`config.mk`:
```
export PLATFORM = sky130hd
export DESIGN_NAME = tc_program_loader
export DESIGN_NICKNAME = d
export VERILOG_FILES = /design/src/rtl/tc_program_loader.sv
export SDC_FILE = /design/constraint.sdc
export NUM_CORES = 1
export LEC_CHECK = 0
export ABC_CLOCK_PERIOD_IN_PS = 5400
export CAP_MARGIN = 10
export CORE_MARGIN = 2
export CORE_UTILIZATION = 59
export CTS_BUF_LIST = sky130_fd_sc_hd__clkbuf_8
export CTS_CLUSTER_SIZE = 24
export DETAILED_ROUTE_END_ITERATION = 8
export HOLD_SLACK_MARGIN = 0.03
export PLACE_DENSITY = 0.88
export SLEW_MARGIN = 20
export SYNTH_ARGS = -nofsm -noshare
export SYNTH_HDL_FRONTEND = slang
export SYNTH_SLANG_ARGS = --single-unit
```
`constraint.sdc`:
```
create_clock -name i_clk -period 5.4 [get_ports i_clk]
set_clock_uncertainty 0.15 [all_clocks]
set_input_delay 0.81 -clock i_clk [delete_from_list [all_inputs] [get_ports i_clk]]
set_output_delay 0.81 -clock i_clk [all_outputs]
set_load 0.01 [all_outputs]
```
`src/rtl/tc_program_loader.sv`:
```
// Byte-stream program loader: packs bytes LSB-first into words and writes
// them sequentially from address 0 into the program RAM write port.
module tc_program_loader #(
   parameter int WORD_WIDTH = 16,
   parameter int ADDR_WIDTH = 16,
   parameter int WORD_COUNT = 65536
) (
   input  logic                  i_clk,
   input  logic                  i_rst_n,
   input  logic                  i_start,
   input  logic [7:0]            i_byte_in,
   input  logic                  i_byte_valid,
   input  logic                  i_byte_last,
   output logic                  o_byte_ready,
   output logic                  o_wr_en,
   output logic [ADDR_WIDTH-1:0] o_wr_addr,
   output logic [WORD_WIDTH-1:0] o_wr_data,
   output logic                  o_busy,
   output logic                  o_done,
   output logic                  o_overflow,
   output logic [ADDR_WIDTH:0]   o_words_written
);

   localparam int BPW   = WORD_WIDTH / 8;
   localparam int IDX_W = (BPW > 1) ? $clog2(BPW) : 1;
   localparam logic [IDX_W-1:0]    LAST_IDX   = IDX_W'(BPW - 1);
   localparam logic [IDX_W-1:0]    IDX_ONE    = IDX_W'(1);
   localparam logic [ADDR_WIDTH:0] WORD_LIMIT = (ADDR_WIDTH + 1)'(WORD_COUNT);
   localparam logic [ADDR_WIDTH:0] CNT_ONE    = (ADDR_WIDTH + 1)'(1);

   typedef enum logic [1:0] {
      ST_IDLE,
      ST_LOAD,
      ST_DONE
   } state_t;

   state_t                r_state;
   state_t                w_nextState;
   logic [IDX_W-1:0]      r_idx;
   logic [WORD_WIDTH-1:0] r_buffer;
   logic [ADDR_WIDTH:0]   r_addrCnt;
   logic [ADDR_WIDTH:0]   r_wordsWritten;
   logic                  r_wrEn;
   logic [ADDR_WIDTH-1:0] r_wrAddr;
   logic [WORD_WIDTH-1:0] r_wrData;
   logic                  r_overflow;

   logic                  w_accept;
   logic                  w_wordEnd;
   logic                  w_restart;
   logic [WORD_WIDTH-1:0] w_packed;

   assign w_accept  = (r_state == ST_LOAD) && i_byte_valid;
   assign w_wordEnd = w_accept && ((r_idx == LAST_IDX) || i_byte_last);
   assign w_restart = (r_state != ST_LOAD) && i_start;

   // Current buffer with the incoming byte merged into its lane; lanes not yet filled stay zero.
   always_comb begin
      w_packed = r_buffer;
      for (int k = 0; k < BPW; k++) begin
         if (r_idx == IDX_W'(k)) begin
            w_packed[8*k +: 8] = i_byte_in;
         end
      end
   end

   always_ff @(posedge i_clk or negedge i_rst_n) begin
      if (!i_rst_n) begin
         r_state <= ST_IDLE;
      end else begin
         r_state <= w_nextState;
      end
   end

   always_comb begin
      w_nextState = r_state;
      case (r_state)
         ST_IDLE, ST_DONE: begin
            if (i_start) begin
               w_nextState = ST_LOAD;
            end
         end
         ST_LOAD: begin
            if (w_accept && i_byte_last) begin
               w_nextState = ST_DONE;
            end
         end
         default: w_nextState = ST_IDLE;
      endcase
   end

   // Words beyond WORD_COUNT are packed and dropped so the stream still drains up to byte_last.
   always_ff @(posedge i_clk or negedge i_rst_n) begin
      if (!i_rst_n) begin
         r_idx          <= '0;
         r_buffer       <= '0;
         r_addrCnt      <= '0;
         r_wordsWritten <= '0;
         r_wrEn         <= 1'b0;
         r_wrAddr       <= '0;
         r_wrData       <= '0;
         r_overflow     <= 1'b0;
      end else begin
         r_wrEn <= 1'b0;
         if (w_restart) begin
            r_idx          <= '0;
            r_buffer       <= '0;
            r_addrCnt      <= '0;
            r_wordsWritten <= '0;
            r_overflow     <= 1'b0;
         end else if (w_wordEnd) begin
            if (r_addrCnt < WORD_LIMIT) begin
               r_wrEn         <= 1'b1;
               r_wrAddr       <= r_addrCnt[ADDR_WIDTH-1:0];
               r_wrData       <= w_packed;
               r_addrCnt      <= r_addrCnt + CNT_ONE;
               r_wordsWritten <= r_wordsWritten + CNT_ONE;
            end else begin
               r_overflow <= 1'b1;
            end
            r_idx    <= '0;
            r_buffer <= '0;
         end else if (w_accept) begin
            r_buffer <= w_packed;
            r_idx    <= r_idx + IDX_ONE;
         end
      end
   end

   assign o_byte_ready    = (r_state == ST_LOAD);
   assign o_busy          = (r_state == ST_LOAD);
   assign o_done          = (r_state == ST_DONE);
   assign o_wr_en         = r_wrEn;
   assign o_wr_addr       = r_wrAddr;
   assign o_wr_data       = r_wrData;
   assign o_overflow      = r_overflow;
   assign o_words_written = r_wordsWritten;

endmodule

```
==> results of run 1 <==
[power by group]
group / internal [mW] / leakage, nW / total, mW / switching, mW
clock: 0.228 / 0.0947 / 0.466 / 0.239
sequential: 0.752 / 1.19 / 0.861 / 0.110
combinational: 0.252 / 0.826 / 0.522 / 0.270
[cells by family after synthesis]
logic type / synth area share, %
xor+xnor: 2.037
fa+ha+maj: 0.6467
simple gates: 22.12
buf+inv: 2.619
flops: 56.27
mux: 4.948
compound gates: 11.35
[cell usage in the layout (no fill, tap or decap), types with 2 or more instances in the layout]
master	instances
mux2i_1	18
nand2b_1	3
clkinvlp_4	3
xnor2_1	4
o21ai_0	29
clkdlybuf4s50_1	65
nor2_1	15
or4_1	6
clkbuf_8	10
xor2_1	5
a21oi_1	14
a22o_1	8
and3_1	2
nor2b_1	10
inv_1	7
nand2_1	79
nor4_1	4
or3_1	9
buf_4	2
nand3_1	14
nand4_1	9
o211ai_1	4
and4_1	3
ha_1	2
or2_2	3
dfrtp_1	87
clkinv_4	2
o31ai_1	6
[flip-flops by register name (all words and copies together) (netlist names)]
name             flops
o_words_written     17
r_addrCnt           17
o_wr_addr           16
o_wr_data           16
r_buffer            16
r_state              2
o_overflow           1
o_wr_en              1
r_idx                1
[critical path, delay by kind of cell]
kind / cells / cell delay (ns)
and+or+nand+nor: 3 / 1.19
buffers and inverters: 2 / 1.13
AOI/OAI and AO/OA: 1 / 0.08
[layout make-up]
class / count / area, um^2
sequential: 87 / 2177
timing repair buffer: 68 / 676.9
inverter: 8 / 30.03
clock inverter: 6 / 70.07
tap: 77 / 96.34
clock buffer: 10 / 137.6
multi-input combinational: 267 / 1590
fill: 430 / 1572
[worst paths after layout]
check                                            to
worst max-delay path                   r_addrCnt[8]
worst min-delay path                   o_wr_addr[5]
worst max register to register         r_addrCnt[8]
worst min register to register         o_wr_addr[5]
max in group asynchronous              r_addrCnt[1]
min in group asynchronous       o_words_written[10]
[routing by layer]
layer | vias up | wire (um)
met5 | - | 0
met4 | 0 | 159
met3 | 16 | 343
met2 | 74 | 4195
met1 | 1524 | 3642
li1 | 1447 | -
[metrics by stage]
step | worst slack (ns) | hold slack, ns | cells
final | 2.263 | 0.3309 | 523
after global routing | 2.002 | 0.3612 | 523
after CTS | 2.269 | 0.3347 | 523
after detailed placement | 1.902 | 0.3127 | 507
after global placement | 1.991 | 0.3118 | 507
after floorplan | 3.247 | 0.3136 | 377
==> reports/metrics.cfg, run 1 <==
[run_status]
outcome = finished, final reports clean

[cts]
htreeDepth = 3
numCtsBuffers = 9
cts_setup_buffers = 0
ctsRootBufferMaster = clkbuf_8
clk_latency_ns = 0.36
hold_buffers = 0
cts_sinks = 87
path_clk_slew_ns = 0.09
ctsResizeCount = 0
clockBufferDepth = 2
cts_tree = done

[critical_path]
crit_required_ns = 5.49
cpMaxStageDelayCell = clkinv_1
cp.arrival_ns = 3.23
path_cells = clkdlybuf4s50_1 -> and3b_1 -> nand2_1 -> clkinv_1 -> nand4b_1 -> a21oi_1
ff2ff_setup_slack_ns = 2.38
reg2reg_depth = 5
rr_startpoint = r_idx
cpPeakStageDelay_ns = 0.64
endpoint_kind = flip-flop
path_class = in -> reg
startpoint = i_byte_valid
start_kind = input port
crit_fanout = 20

[sta]
max_freq_ghz = 0.3188
fin_crit_ns = 3.137
worst_slew_pin_slew_ns = 1.049
rsz0062_at_grt = false
hold_viol_final = 0
slew_viol_final = 0
min_period_over_period_pct = 58.08
slew_headroom_pct = 30.09
setup_viol = 0
tns_ns = 0

[yosys]
yosysMostFrequentCell = dfrtp_1
synth_seq_area_share_pct = 56.27
synth_top_cell_area_share_pct = 56.27
ys_ff_latch = 87
synth_area_leaders = dfrtp_1 56%, nand2_1 7.7%, mux2i_1 4.7%
ys.flop_type = dfrtp_1
yosysTopAreaCell = dfrtp_1
synthArstFlopShare_pct = 100.0
synth_edf_count = 0
synthesis.area_um2 = 3869
postSynthAreaPerCell_um2 = 10.26
synth_cell_types = 49
syn_nets = 392
yosys_warnings = 0
synth_common_cells = 87 x dfrtp_1, 79 x nand2_1, 29 x o21ai_0, 18 x mux2i_1, 15 x nor2_1
synthesis.instances = 377

[power]
peakVddDrop_mv = 0.3212
power_mw = 1.850
powerDensity_nw_per_um2 = 387.1
p_leak_nw = 2.112

[final_layout]
diodes = 0
syn2layout_area_growth_pct = 23.51
post-route-util_pct = 75.25
fin_nets = 456
final_area_um2 = 4778
drive_gt1_share_pct = 7.175

[floorplanning]
core_area_um2 = 6350
initial_core_util_pct = 60.93
die_area_um2 = 7221
num_rows = 29
io_pins = 67
die_w_um = 84.98
die_y_um = 84.98

[grt]
antenna_found_initial = 0
grt_pass1_vias = 2974
grt_use_total_pct = 24.99
grt_pass1_wl_mm = 14.12
grt_use_met2_pct = 39.49
grt_max_degree = 88
grt_use_met1_pct = 32.80
grt_remaining_overflow = 0
globalRouteMet3Util_pct = 4.767
grt.busiest_layer = met2

[job]
cap_viol_max_count = 0

[detailed_routing]
first_pass_iters = 5
drt_iter0_drc = 234
via_per_inst = 5.853
wirelength_mm = 8.341
drc = 0
wire_per_inst_um = 15.95
postRouteAntennaNets = 0
vias = 3061

[placed_design]
place_congestion = 0.8295
placed_area_um2 = 4567
io_buffers = 66
hpwlAfterDp_mm = 5.552

[worst_hold_path]
whs_path_depth = 2
hp-start = o_wr_addr[5]
min_path_type = reg -> reg

No activity file was read; power rests on OpenSTA's default activity.
==> run 2, diff against run 1 <==
--- a/config.mk
+++ b/config.mk
@@ -5,15 +5,15 @@
 export SDC_FILE = /design/constraint.sdc
 export NUM_CORES = 1
 export LEC_CHECK = 0
-export ABC_CLOCK_PERIOD_IN_PS = 5400
+export ABC_CLOCK_PERIOD_IN_PS = 3100
 export CAP_MARGIN = 10
 export CORE_MARGIN = 2
-export CORE_UTILIZATION = 59
+export CORE_UTILIZATION = 55
 export CTS_BUF_LIST = sky130_fd_sc_hd__clkbuf_8
 export CTS_CLUSTER_SIZE = 24
 export DETAILED_ROUTE_END_ITERATION = 8
 export HOLD_SLACK_MARGIN = 0.03
-export PLACE_DENSITY = 0.88
+export PLACE_DENSITY = 0.83
 export SLEW_MARGIN = 20
 export SYNTH_ARGS = -nofsm -noshare
 export SYNTH_HDL_FRONTEND = slang
==> constraint.sdc (replaced) <==
create_clock -name i_clk -period 3.1 [get_ports i_clk]
set_clock_uncertainty 0.15 [all_clocks]
set_input_delay 0.465 -clock i_clk [delete_from_list [all_inputs] [get_ports i_clk]]
set_output_delay 0.465 -clock i_clk [all_outputs]
set_load 0.01 [all_outputs]
==> reports/metrics.cfg, run 2 (synthesized netlist as in run 1, its figures left out) <==
[detailed_routing]
via_per_inst = 5.637  ; -3.7%
wire_per_inst_um = 15.36  ; -3.7%
first_pass_iters = 4  ; -1
drt_iter0_drc = 174  ; -26%
postRouteAntennaNets = 0  ; unchanged
drc = 0  ; unchanged
wirelength_mm = 8.386  ; +0.54%
vias = 3078  ; +0.56%

[critical_path]
ff2ff_setup_slack_ns = 0.83  ; -1.55 ns
crit_fanout = 18  ; -10%
r2r_end = r_addrCnt[8]
path_class = in -> reg
rr_startpoint = r_idx
cp.arrival_ns = 2.51  ; -0.72 ns
reg2reg_depth = 5  ; unchanged
endpoint_kind = flip-flop
start_kind = input port
crit_required_ns = 3.17  ; -2.32 ns

[sta]
hold_ws_ns = -0.004498  ; -0.3354 ns
min_period_over_period_pct = 78.74
hold_viol_final = 7  ; +7
setup_viol = 0  ; unchanged
slew_headroom_pct = 50.09  ; +20 points
slew_viol_final = 0  ; unchanged
max_freq_ghz = 0.4097
tns_ns = 0  ; unchanged
worst_slew_pin_slew_ns = 0.7487  ; -0.2999 ns
fin_crit_ns = 2.441
rsz0062_at_grt = false

[final_layout]
syn2layout_area_growth_pct = 25.13
layout_common_cells = 87 x dfrtp_1, 79 x nand2_1, 65 x clkdlybuf4s50_1
seqCellArea_um2 = 2177  ; unchanged
drive_gt1_share_pct = 8.000  ; +0.83 points
final_common_cell = dfrtp_1
fin_nets = 460  ; +0.88%
multi_input_area_um2 = 1590  ; unchanged
num-fill-cells = 511  ; +19%
diodes = 0  ; unchanged

[power]
p_leak_nw = 2.142  ; +1.4%
peakVddDrop_mv = 0.5505  ; +71%
powerDensity_nw_per_um2 = 673.4  ; +74%

[grt]
grt_max_degree = 88  ; unchanged
grt_remaining_overflow = 0  ; unchanged
grt_pass1_vias = 3038  ; +2.2%
grt_use_total_pct = 23.60  ; -1.4 points
antenna_found_initial = 0  ; unchanged
grt_pass1_wl_mm = 14.03  ; -0.64%

[cts]
htreeDepth = 3  ; unchanged
cts_sinks = 87  ; unchanged
ctsRootBufferMaster = clkbuf_8
numCtsBuffers = 9  ; unchanged
path_clk_slew_ns = 0.09  ; about the same
ctsResizeCount = 0  ; unchanged
clk_latency_ns = 0.35  ; about the same
cts_tree = done
cts_setup_buffers = 0  ; unchanged
clockBufferDepth = 2  ; unchanged
hold_buffers = 0  ; unchanged

[floorplanning]
die_y_um = 87.87  ; +3.4%
io_pins = 67  ; unchanged
die_w_um = 87.87  ; +3.4%
num_rows = 30  ; +3.4%
initial_core_util_pct = 56.94  ; -4.0 points
die_area_um2 = 7721  ; +6.9%
core_area_um2 = 6794  ; +7.0%

[run_status]
outcome = finished, violations left
violations = negative hold slack

[job]
cap_viol_max_count = 0  ; unchanged

[worst_hold_path]
min_path_type = in -> async

[placed_design]
place_congestion = 0.8479  ; +2.2%
hpwlAfterDp_mm = 5.761  ; +3.8%
io_buffers = 66  ; unchanged

-- run 2: cell count changes in the layout (fill, tap and decap cells not counted) --
cell and change:
clkbuf_8 +1, clkinv_4 -1, buf_4 +4, inv_8 +1, clkinvlp_4 -1
-- run 2: worst max path at each step --
| stage | startpoint | endpoint | cells after the start |
|---|---|---|---|
| floorplan | r_addrCnt[0] | r_addrCnt[12] | 5 |
| global placement | i_byte_last | r_addrCnt[8] | 6 |
| detailed placement | i_byte_last | r_addrCnt[8] | 6 |
| CTS | i_byte_last | r_addrCnt[8] | 6 |
| global route | i_byte_last | r_addrCnt[8] | 6 |
| finish | i_byte_last | r_addrCnt[8] | 6 |
-- run 2: final cells by class --
class	count	share of cell area, %
sequential	87	44.97
multi-input combinational	267	32.85
timing repair buffer	72	14.60
clock buffer	11	3.127
tap	96	2.481
clock inverter	5	1.344
inverter	8	0.6203
-- run 2: worst max-delay path: stages --
cell and delay, ns:
clkdlybuf4s50_1 0.50, o21ba_2 0.29, nand2_1 0.32, clkinv_1 0.56, nand4b_1 0.28, a21oi_1 0.09
-- run 2: where the power goes --
group	internal (mW)	switching (mW)	leakage (nW)
Combinational	0.453	0.522	0.847
Clock	0.423	0.411	0.104
Sequential	1.31	0.139	1.19
-- run 2: stage by stage --
step / util (%) / cell area [um^2] / setup slack [ns] / power [mW] / instances
2_1_floorplan: - / 3869 / 1.139 / 1.993 / 377
3_3_place_gp: 68.01 / 4621 / 0.3945 / 2.414 / 530
3_5_place_dp: 68.01 / 4621 / 0.2900 / 2.449 / 530
4_1_cts: 71.20 / 4837 / 0.6832 / 3.284 / 546
5_1_grt: 71.25 / 4841 / 0.5337 / 3.443 / 546
6_report: 71.25 / 4841 / 0.6591 / 3.260 / 546
-- run 2: metal layers --
| metal | share of wire, % | GRT usage, % | routed length [um] | up-vias |
|---|---|---|---|---|
| li1 | - | - | - | 1457 |
| met1 | 44 | 30.51 | 3720 | 1529 |
| met2 | 50 | 39.67 | 4227 | 79 |
| met3 | 3.6 | 3.959 | 303 | 13 |
| met4 | 1.6 | 9.650 | 134 | 0 |
| met5 | 0 | 0 | 0 | - |
==> run 3, diff against run 2 <==
--- a/config.mk
+++ b/config.mk
@@ -5,7 +5,7 @@
 export SDC_FILE = /design/constraint.sdc
 export NUM_CORES = 1
 export LEC_CHECK = 0
-export ABC_CLOCK_PERIOD_IN_PS = 3100
+export ABC_CLOCK_PERIOD_IN_PS = 2450
 export CAP_MARGIN = 10
 export CORE_MARGIN = 2
 export CORE_UTILIZATION = 55
==> constraint.sdc (replaced) <==
create_clock -name i_clk -period 2.45 [get_ports i_clk]
set_clock_uncertainty 0.15 [all_clocks]
set_input_delay 0.3675 -clock i_clk [delete_from_list [all_inputs] [get_ports i_clk]]
set_output_delay 0.3675 -clock i_clk [all_outputs]
set_load 0.01 [all_outputs]
==> reports/metrics.cfg, run 3 (synthesized netlist as in run 1, its figures left out) <==
[run_status]
outcome = finished, final reports clean

[worst_hold_path]
hp-start = o_wr_addr[9]
whs_path_depth = 2
min_path_type = reg -> reg
holdPathEnd = o_wr_addr[9]

[detailed_routing]
postRouteAntennaNets = 0  ; unchanged
drc = 0  ; unchanged
via_per_inst = 5.616  ; -0.38%
vias = 3083  ; +0.16%
drt_iter0_drc = 195  ; +12%
first_pass_iters = 4  ; unchanged
wirelength_mm = 8.626  ; +2.9%
wire_per_inst_um = 15.71  ; +2.3%

[placed_design]
placed_area_um2 = 4656  ; +0.76%
place_ws_ns = 0.02468  ; -0.2653 ns
place_congestion = 0.8423  ; -0.66%
io_buffers = 66  ; unchanged
hpwlAfterDp_mm = 5.912  ; +2.6%
placed_cells = 533  ; +0.57%

[critical_path]
reg2reg_depth = 5  ; unchanged
r2r_end = r_addrCnt[10]
crit_required_ns = 1.93  ; -1.24 ns
crit_fanout = 4  ; -14
cp.arrival_ns = 1.66  ; -0.85 ns
endpoint_kind = output pin
path_class = reg -> out
rr_startpoint = r_addrCnt[0]
start_kind = flip-flop
ff2ff_setup_slack_ns = 0.30  ; -0.53 ns

[final_layout]
post-route-util_pct = 71.90  ; +0.64 points
fin_nets = 464  ; +0.87%
syn2layout_area_growth_pct = 26.26
diodes = 0  ; unchanged
final-instance-count-excl-fill = 549  ; +0.55%
num-fill-cells = 507  ; -0.78%
final_area_um2 = 4885  ; +0.90%
drive_gt1_share_pct = 8.389  ; +0.39 points
final_common_cell = dfrtp_1
layout_common_cells = 87 x dfrtp_1, 79 x nand2_1, 65 x clkdlybuf4s50_1

[floorplanning]
die_w_um = 87.87  ; unchanged
core_area_um2 = 6794  ; unchanged
initial_core_util_pct = 56.94  ; unchanged
die_area_um2 = 7721  ; unchanged
io_pins = 67  ; unchanged
die_y_um = 87.87  ; unchanged
num_rows = 30  ; unchanged

[grt]
grt_use_total_pct = 24.27  ; +0.67 points
grt_max_degree = 59  ; -33%
globalRouteMet3Util_pct = 4.713  ; +0.75 points
grt_remaining_overflow = 0  ; unchanged
grt_use_met1_pct = 31.83  ; +1.3 points
grt.busiest_layer = met2
antenna_found_initial = 0  ; unchanged
grt_pass1_wl_mm = 14.48  ; +3.2%
grt_use_met2_pct = 41.25  ; +1.6 points
grt_pass1_vias = 3023  ; -0.49%

[cts]
numCtsBuffers = 9  ; unchanged
ctsResizeCount = 0  ; unchanged
htreeDepth = 3  ; unchanged
clockBufferDepth = 2  ; unchanged
cts_setup_buffers = 0  ; unchanged
cts_sinks = 87  ; unchanged
path_clk_slew_ns = 0.09  ; about the same
clk_latency_ns = 0.35  ; about the same
cts_tree = done
ctsRootBufferMaster = clkbuf_8

[sta]
setup_viol = 0  ; unchanged
min_period_over_period_pct = 88.72
hold_viol_final = 0  ; -7
rsz0062_at_grt = false
slew_headroom_pct = 50.88  ; +0.79 points
layout_setup_ws_ns = 0.2765  ; -0.3826 ns
tns_ns = 0  ; unchanged
slew_viol_final = 0  ; unchanged
worst_slew_pin_slew_ns = 0.7368  ; -0.01192 ns
max_freq_ghz = 0.4601
fin_crit_ns = 2.174

[power]
powerDensity_nw_per_um2 = 857.5  ; +27%
p_leak_nw = 2.169  ; +1.3%
peakVddDrop_mv = 0.6939  ; +26%

[job]
cap_viol_max_count = 0  ; unchanged

## run 3: cell types whose count changed in the layout (fill, tap and decap cells not counted), sizes merged
cell / delta
bufinv: +1
clkbuf: -1
clkinvlp: -1
dlygate4sd3: +1
buf: +3
## run 3: metal layers
metal / routed length, um / part of all wire, %
met1: 3785 / 44
met2: 4349 / 50
met3: 376 / 4.4
met4: 114 / 1.3
met5: 0 / 0
## run 3: final cells by class
| cell class | count | area [um^2] | area share (%) |
|---|---|---|---|
| Clock inverter | 5 | 81.33 | 1.665 |
| Tap cell | 96 | 120.1 | 2.459 |
| Clock buffer | 10 | 137.6 | 2.818 |
| Timing Repair Buffer | 76 | 748.2 | 15.32 |
| Inverter | 8 | 30.03 | 0.6148 |
| Multi-Input combinational cell | 267 | 1590 | 32.56 |
| Sequential cell | 87 | 2177 | 44.57 |
## run 3: worst max-delay path by stage
stage,start,slack (ns),endpoint
finish,r_state[1],0.28,o_byte_ready
floorplan,r_addrCnt[0],0.49,r_addrCnt[12]
global placement,i_byte_valid,0.11,o_words_written[13]
global route,o_words_written[0],0.15,o_words_written[16]
detailed placement,i_byte_valid,0.02,o_words_written[16]
CTS,r_state[1],0.25,o_busy
## run 3: worst max-delay path, stage by stage, from the launching register on
cell             delay (ns)
dfrtp_1                0.41
nand2b_1               0.20
inv_1                  0.15
clkdlybuf4s50_1        0.55
## run 3: stage by stage
step | hold WS [ns] | power, mW
6_report | 0.3258 | 4.188
5_1_grt | 0.3590 | 4.404
4_1_cts | 0.3333 | 4.212
3_5_place_dp | 0.3123 | 3.105
3_3_place_gp | 0.3070 | 3.064
2_1_floorplan | -0.07809 | 2.521
## run 3: report_power, final
group	switching, mW	internal, mW	total, mW
Sequential	0.173	1.66	1.83
Combinational	0.659	0.588	1.25
Clock	0.511	0.599	1.11
## run 3: timing repair
item                                    4_1_cts  5_1_grt
endpoints found under the setup margin        0        0
endpoints found under the hold margin        57        0
hold buffers                                  1        0
